===== config.mk =====
export PLATFORM = sky130hd
export DESIGN_NAME = led_step_ctrl
export DESIGN_NICKNAME = d
export VERILOG_FILES = /design/src/rtl/led_step_ctrl.sv
export SDC_FILE = /design/constraint.sdc
export NUM_CORES = 1
export LEC_CHECK = 0
export ABC_AREA = 1
export CAP_MARGIN = 20
export CORE_ASPECT_RATIO = 1.25
export CORE_MARGIN = 2
export CORE_UTILIZATION = 35
export CTS_CLUSTER_DIAMETER = 60
export DETAILED_ROUTE_END_ITERATION = 10
export DONT_BUFFER_PORTS = 1
export GPL_TIMING_DRIVEN = 0
export PLACE_DENSITY = 0.53
export SLEW_MARGIN = 10
export SYNTH_ARGS = -nofsm -noshare
export SYNTH_HDL_FRONTEND = slang
export SYNTH_SLANG_ARGS = --single-unit

===== constraint.sdc =====
create_clock -name clk -period 2.7 [get_ports clk]
set_input_delay 0.405 -clock clk [delete_from_list [all_inputs] [get_ports clk]]
set_output_delay 0.405 -clock clk [all_outputs]
set_load 0.01 [all_outputs]

===== src/rtl/led_step_ctrl.sv =====
`default_nettype none
// +----------------------------------------------------------------------------+
// | Module   : led_step_ctrl                                                   |
// | Purpose  : Up/down step counter driven by two debounced keys, with         |
// |            press-and-hold auto-repeat and an LED mirror of the count.      |
// | Revision : 1.0  initial release                                            |
// +----------------------------------------------------------------------------+
// | Ports                                                                      |
// |   clk         in   1      clock, rising edge                               |
// |   rst_n       in   1      asynchronous active-low reset                    |
// |   key_flag0   in   1      up-key level-change pulse                        |
// |   key_state0  in   1      up-key debounced level (0 = pressed)             |
// |   key_flag1   in   1      down-key level-change pulse                      |
// |   key_state1  in   1      down-key debounced level (0 = pressed)           |
// |   count       out  WIDTH  registered counter value                         |
// |   led         out  WIDTH  LED drive (inverted count when LED_ACTIVE_LOW)   |
// |   at_max      out  1      count is all-ones                                |
// |   at_min      out  1      count is zero                                    |
// +----------------------------------------------------------------------------+
module led_step_ctrl #(
    parameter int WIDTH          = 4,
    parameter int STEP           = 1,
    parameter int SAT_MODE       = 0,
    parameter int HOLD_CYCLES    = 8,
    parameter int REPEAT_CYCLES  = 4,
    parameter int LED_ACTIVE_LOW = 1
) (
    input  logic             clk,
    input  logic             rst_n,
    input  logic             key_flag0,
    input  logic             key_state0,
    input  logic             key_flag1,
    input  logic             key_state1,
    output logic [WIDTH-1:0] count,
    output logic [WIDTH-1:0] led,
    output logic             at_max,
    output logic             at_min
);

    // The timer only has to reach (max period - 1); with HOLD_CYCLES >= 2
    // that always fits in clog2(max period) bits.
    localparam int c_tmr_max = (HOLD_CYCLES > REPEAT_CYCLES) ? HOLD_CYCLES : REPEAT_CYCLES;
    localparam int c_tmr_w   = (c_tmr_max > 1) ? $clog2(c_tmr_max) : 1;

    localparam logic [c_tmr_w-1:0] c_hold_last = c_tmr_w'(HOLD_CYCLES - 1);
    localparam logic [c_tmr_w-1:0] c_rpt_last  = c_tmr_w'(REPEAT_CYCLES - 1);
    localparam logic [c_tmr_w-1:0] c_tmr_one   = c_tmr_w'(1);
    localparam logic [WIDTH:0]     c_step      = (WIDTH + 1)'(STEP);

    typedef enum logic [2:0] {
        S_IDLE    = 3'd0,
        S_HOLD_UP = 3'd1,
        S_HOLD_DN = 3'd2,
        S_RPT_UP  = 3'd3,
        S_RPT_DN  = 3'd4
    } state_t;

    state_t             r_state;
    state_t             w_state_nxt;
    logic [c_tmr_w-1:0] r_timer;
    logic [c_tmr_w-1:0] w_timer_nxt;
    logic [WIDTH-1:0]   r_count;
    logic [WIDTH-1:0]   w_count_nxt;

    logic               w_up_press;
    logic               w_dn_press;
    logic [WIDTH:0]     w_sum;
    logic [WIDTH:0]     w_diff;
    logic [WIDTH-1:0]   w_up_val;
    logic [WIDTH-1:0]   w_dn_val;

    // A press is a level change whose new level is "pressed"; release
    // pulses (flag with state = 1) are not presses.
    assign w_up_press = key_flag0 && !key_state0;
    assign w_dn_press = key_flag1 && !key_state1;

    // One extra bit exposes the carry/borrow used for saturation.
    always_comb begin
        w_sum  = {1'b0, r_count} + c_step;
        w_diff = {1'b0, r_count} - c_step;
        if (SAT_MODE != 0) begin
            w_up_val = w_sum[WIDTH]  ? '1 : w_sum[WIDTH-1:0];
            w_dn_val = w_diff[WIDTH] ? '0 : w_diff[WIDTH-1:0];
        end else begin
            w_up_val = w_sum[WIDTH-1:0];
            w_dn_val = w_diff[WIDTH-1:0];
        end
    end

    always_comb begin
        w_state_nxt = r_state;
        w_timer_nxt = r_timer;
        w_count_nxt = r_count;
        case (r_state)
            S_IDLE: begin
                if (w_up_press && w_dn_press) begin
                    w_count_nxt = '0;
                end else if (w_up_press) begin
                    w_count_nxt = w_up_val;
                    w_state_nxt = S_HOLD_UP;
                    w_timer_nxt = '0;
                end else if (w_dn_press) begin
                    w_count_nxt = w_dn_val;
                    w_state_nxt = S_HOLD_DN;
                    w_timer_nxt = '0;
                end
            end
            // Release is checked first so it wins over a coinciding expiry.
            S_HOLD_UP: begin
                if (key_state0) begin
                    w_state_nxt = S_IDLE;
                    w_timer_nxt = '0;
                end else if (r_timer == c_hold_last) begin
                    w_count_nxt = w_up_val;
                    w_state_nxt = S_RPT_UP;
                    w_timer_nxt = '0;
                end else begin
                    w_timer_nxt = r_timer + c_tmr_one;
                end
            end
            S_HOLD_DN: begin
                if (key_state1) begin
                    w_state_nxt = S_IDLE;
                    w_timer_nxt = '0;
                end else if (r_timer == c_hold_last) begin
                    w_count_nxt = w_dn_val;
                    w_state_nxt = S_RPT_DN;
                    w_timer_nxt = '0;
                end else begin
                    w_timer_nxt = r_timer + c_tmr_one;
                end
            end
            S_RPT_UP: begin
                if (key_state0) begin
                    w_state_nxt = S_IDLE;
                    w_timer_nxt = '0;
                end else if (r_timer == c_rpt_last) begin
                    w_count_nxt = w_up_val;
                    w_timer_nxt = '0;
                end else begin
                    w_timer_nxt = r_timer + c_tmr_one;
                end
            end
            S_RPT_DN: begin
                if (key_state1) begin
                    w_state_nxt = S_IDLE;
                    w_timer_nxt = '0;
                end else if (r_timer == c_rpt_last) begin
                    w_count_nxt = w_dn_val;
                    w_timer_nxt = '0;
                end else begin
                    w_timer_nxt = r_timer + c_tmr_one;
                end
            end
            default: begin
                w_state_nxt = S_IDLE;
                w_timer_nxt = '0;
            end
        endcase
    end

    always_ff @(posedge clk or negedge rst_n) begin
        if (!rst_n) begin
            r_state <= S_IDLE;
            r_timer <= '0;
            r_count <= '0;
        end else begin
            r_state <= w_state_nxt;
            r_timer <= w_timer_nxt;
            r_count <= w_count_nxt;
        end
    end

    assign count  = r_count;
    assign at_max = (r_count == {WIDTH{1'b1}});
    assign at_min = (r_count == '0);

    generate
        if (LED_ACTIVE_LOW != 0) begin : g_led_inv
            assign led = ~r_count;
        end else begin : g_led_true
            assign led = r_count;
        end
    endgenerate

endmodule
`default_nettype wire


== After elaboration in Yosys (flattened, before gate mapping) ==
Index checks and enable logic that the tools add are counted.

* $add $sub $neg: 3
* Multiply operators: 0
* Divide/modulo/power cells: 0
* Order comparisons: 0
* Equal/unequal tests: 22
* Shift-type cells: 0
* Muxes and demuxes: 32
* Bitwise gates (word level): 1
* Reduce and logical (&&, ||, !) cells: 11

{| class="wikitable"
|+ Operator list
! cell !! count
|-
| $mux W3 || 18
|-
| $mux W4 || 11
|-
| $pmux W3 S5 || 2
|-
| $ne A2 B2 Y1 const B || 11
|-
| $pmux W4 S5 || 1
|-
| $reduce_and A10 Y1 || 1
|-
| $eq A3 B2 Y1 const B || 3
|-
| $ne A3 B3 Y1 const B || 3
|-
| $eq A3 B3 Y1 const B || 2
|-
| $reduce_and A6 Y1 || 1
|-
| $reduce_bool A5 Y1 || 1
|-
| $add A4 B1 Y4 const B || 1
|-
| $eq A4 B4 Y1 const B || 1
|-
| $logic_not A4 Y1 || 1
|-
| $ne A4 B4 Y1 const B || 1
|-
| $not A4 Y4 || 1
|-
| $sub A4 B1 Y4 const B || 1
|-
| $add A3 B1 Y3 const B || 1
|-
| $eq A3 B1 Y1 const B || 1
|-
| $logic_and A1 B1 Y1 || 3
|-
| $logic_not A3 Y1 || 1
|-
| $logic_not A1 Y1 || 2
|-
| $reduce_and A2 Y1 || 1
|}

* Register bits: 10
* Bits in latches: 0
* Memory bits (writable): 0
* ROM bits: 0
* Bits of input ports: 6
* Output and inout port bits: 10
* Memories kept: 0

== Longest topological paths before layout ==
* Depth in word-level cells: 6
* Gate-level depth with buffers: 10

== Worst setup path after synthesis ==
OpenSTA, ideal clock, no wires.

* Path type: flip-flop to output port
* Start: register r_count[0], in the netlist count[0]
* End: output at_min
* Data arrival time: 1,045 ps
* Required time: 2,295 ps
* Slack: 1,250 ps
* Cell stages (with the launch flop): 5
* Buffers on the path: 0
* Cell sequence: dfrtp_1 inv_1 ha_1 nand2_1 nor2_1

* Longest elaborated chain between the ends: 1

{| class="wikitable"
|+ Ends and longest elaborated chain
! element !! line !! RTL
|-
| from (decl) || 62 || <nowiki>logic [WIDTH-1:0] r_count;</nowiki>
|-
| from (signal assigned) || 170 || <nowiki>r_count <= w_count_nxt;</nowiki>
|-
| $logic_not A4 Y1 || 176 || <nowiki>assign at_min = (r_count == '0);</nowiki>
|-
| to (decl) || 37 || <nowiki>output logic at_min</nowiki>
|}

Every way passes these cells.

== Worst setup path after layout ==
Same ends and word-level chain as after synthesis.

==> flow_summary.ini <==
[clock_tree]
numCtsBuffers = 3
clock_latency_ns = 0.27
cts_tree = built
cts.clk_slew.worst_paths_ns = 0.07
htree_levels = 1
cts.sinks = 10
root_buffer = clkbuf_4
cts_buffer_depth = 2
cts.repair.resized = 0

[sta]
fmax_mhz = 535
min_period_ns = 1.87
finClkSkew_ns = 0.000221
setup_viol = 0
slew_headroom_pct = 70.0
final.setup.tns_ns = 0
rsz0062_at_grt = false
tightest_slew_ns = 0.448
hold_viol_final = 0
finalCritPeriodShare_pct = 69.2
drv_slew = 0

[drt]
dr.pass1.iters = 4
first_iter_violations = 21
route.detailed.drc = 0
routedWlPerCell_um = 11.2
ant_nets = 0
post_drt_via_cell_ratio = 4.85
finalWirelength_mm = 2.09
vias = 902

[synth]
syn_area_um2 = 933
synth_top_area_share_pct = 26.8
netlist.top_cell.by_area = dfrtp_1
syn_area_per_cell_um2 = 6.31
syn_nets = 160
seq_area_frac_synth_pct = 26.8
synth_area_leaders = dfrtp_1, nand2_1, ha_1
synth_seq_cells = 10
syn_inst = 148
yosysWarnings = 0
ys_types = 22

[outcome]
status = completed

[floorplanning]
std_cell_rows = 20
io_pins = 16
initial_core_util_pct = 37.7
core_area_mm2 = 0.00248
die_area_mm2 = 0.00310
die_x_um = 50.2
die_h_um = 61.7

[global_route]
grt_pass1_vias = 872
grt_util_all_layers_pct = 16.2
antenna_found_initial = 0
grt_start_max_net_pins = 11
gr-total-overflow = 0
grt_pass1_wl_mm = 3.79

[power_and_ir_drop]
p_per_area_mw_per_mm2 = 1240
peakVddDrop_uv = 474
finalPower_uw = 1270
p_leak_uw = 0.000579

[worst_setup_path]
cp.required_ns = 2.30
rr_worst_depth = 7
worstPathArrival_ns = 1.46
reg2reg_from = count[0]
crit_fanout = 7
ff2ff_setup_slack_ns = 1.08
r2r-end = count[1]
end_kind = output port
startpoint_type = flop
crit_type = flop to output port

[cells_and_area]
layout_common_cells = nand2_1, inv_1, nand3_1, dfrtp_1, nor2_1
syn_to_final_growth_pct = 9.38
diodes = 0
drive_gt1_share_pct = 13.7
final_common_cell = nand2_1
fin_nets = 166

[hold_path]
hold_path_depth = 3
whs_endpoint = r_state[2]
min_from = key_state1
hold_class = input pin to flop

[place]
port_buffers = 0
dpl.hpwl_mm = 1.76
routabilityCongestion = 0.850

[run]
maxCapViolCount = 0
[flip-flops by register name, indices dropped and copies added (netlist names)]
| name | cells |
|---|---|
| count | 4 |
| r_state | 3 |
| r_timer | 3 |
[kinds of logic (layout without fill, tap and decap cells)]
kind of cell,Yosys count,in the layout,share of synthesized area (%)
adder cells (fa/ha/maj),6,6,8.04
buffers and inverters,24,29,10.6
AO/OA/AOI/OAI,19,19,12.1
flip-flops,10,10,26.8
XOR/XNOR,2,2,1.88
AND/OR/NAND/NOR,87,87,40.6
[cell usage after synthesis, drive strengths merged]
cell type / number
nand2: 58
inv: 22
nand3: 14
nor2: 11
dfrtp: 10
o21ai: 8
a21oi: 7
ha: 6
nand4: 3
buf: 2
o21bai: 2
xor2: 2
o211ai: 1
o21a: 1
or2: 1
[metal layers]
metal	GRT usage, %	routed length (um)	vias up
li1	-	-	477
met1	20.3	953	407
met2	27.1	1030	13
met3	2.15	65	5
met4	9.13	43	0
met5	0	0	-
[critical path: stages (launching register included)]
cell	delay, ns
dfrtp_1	0.49
inv_1	0.23
ha_1	0.22
nand2_1	0.07
nor2_1	0.19
[repair_timing]
item	4_1_cts	5_1_grt
endpoints found under the setup margin	0	0
hold endpoints to repair	10	0
hold buffers	1	0
setup buffers	0	0
[how the worst max path moves through the flow]
stage / slack (ns) / end / startpoint / cells past startpoint
3_3_place_gp: 1.08 / count[1] / count[0] / 7
3_5_place_dp: 1.08 / count[1] / count[0] / 7
6_report: 0.83 / at_min / count[0] / 4
5_1_grt: 0.73 / at_min / count[0] / 4
4_1_cts: 0.81 / at_min / count[0] / 4
2_1_floorplan: 1.25 / at_min / count[0] / 4
[per-stage QoR]
step	instance area (um^2)	utilization [%]	setup WS (ns)	instances	hold slack [ns]
2_1_floorplan	933	-	1.25	148	0.109
3_3_place_gp	975	39.3	1.08	181	0.110
3_5_place_dp	975	39.3	1.08	181	0.110
4_1_cts	1020	41.2	0.814	186	0.426
5_1_grt	1020	41.2	0.732	186	0.464
6_report	1020	41.2	0.833	186	0.432
[power breakdown]
group / internal, uW / switching [uW]
logic: 288 / 539
clock network: 81.9 / 53.5
registers: 215 / 92.4
total: 585 / 685
[area by class of cell]
type / instances / area (um^2)
fillers: 265 / 1460
multi-input cells: 114 / 584
flip-flops and latches: 10 / 250
inverters: 22 / 82.6
well taps: 33 / 41.3
clock buffers: 4 / 36.3
plain buffers: 2 / 16.3
repair buffers: 1 / 10.0
Note: power is estimated with default switching activity, not from simulation.
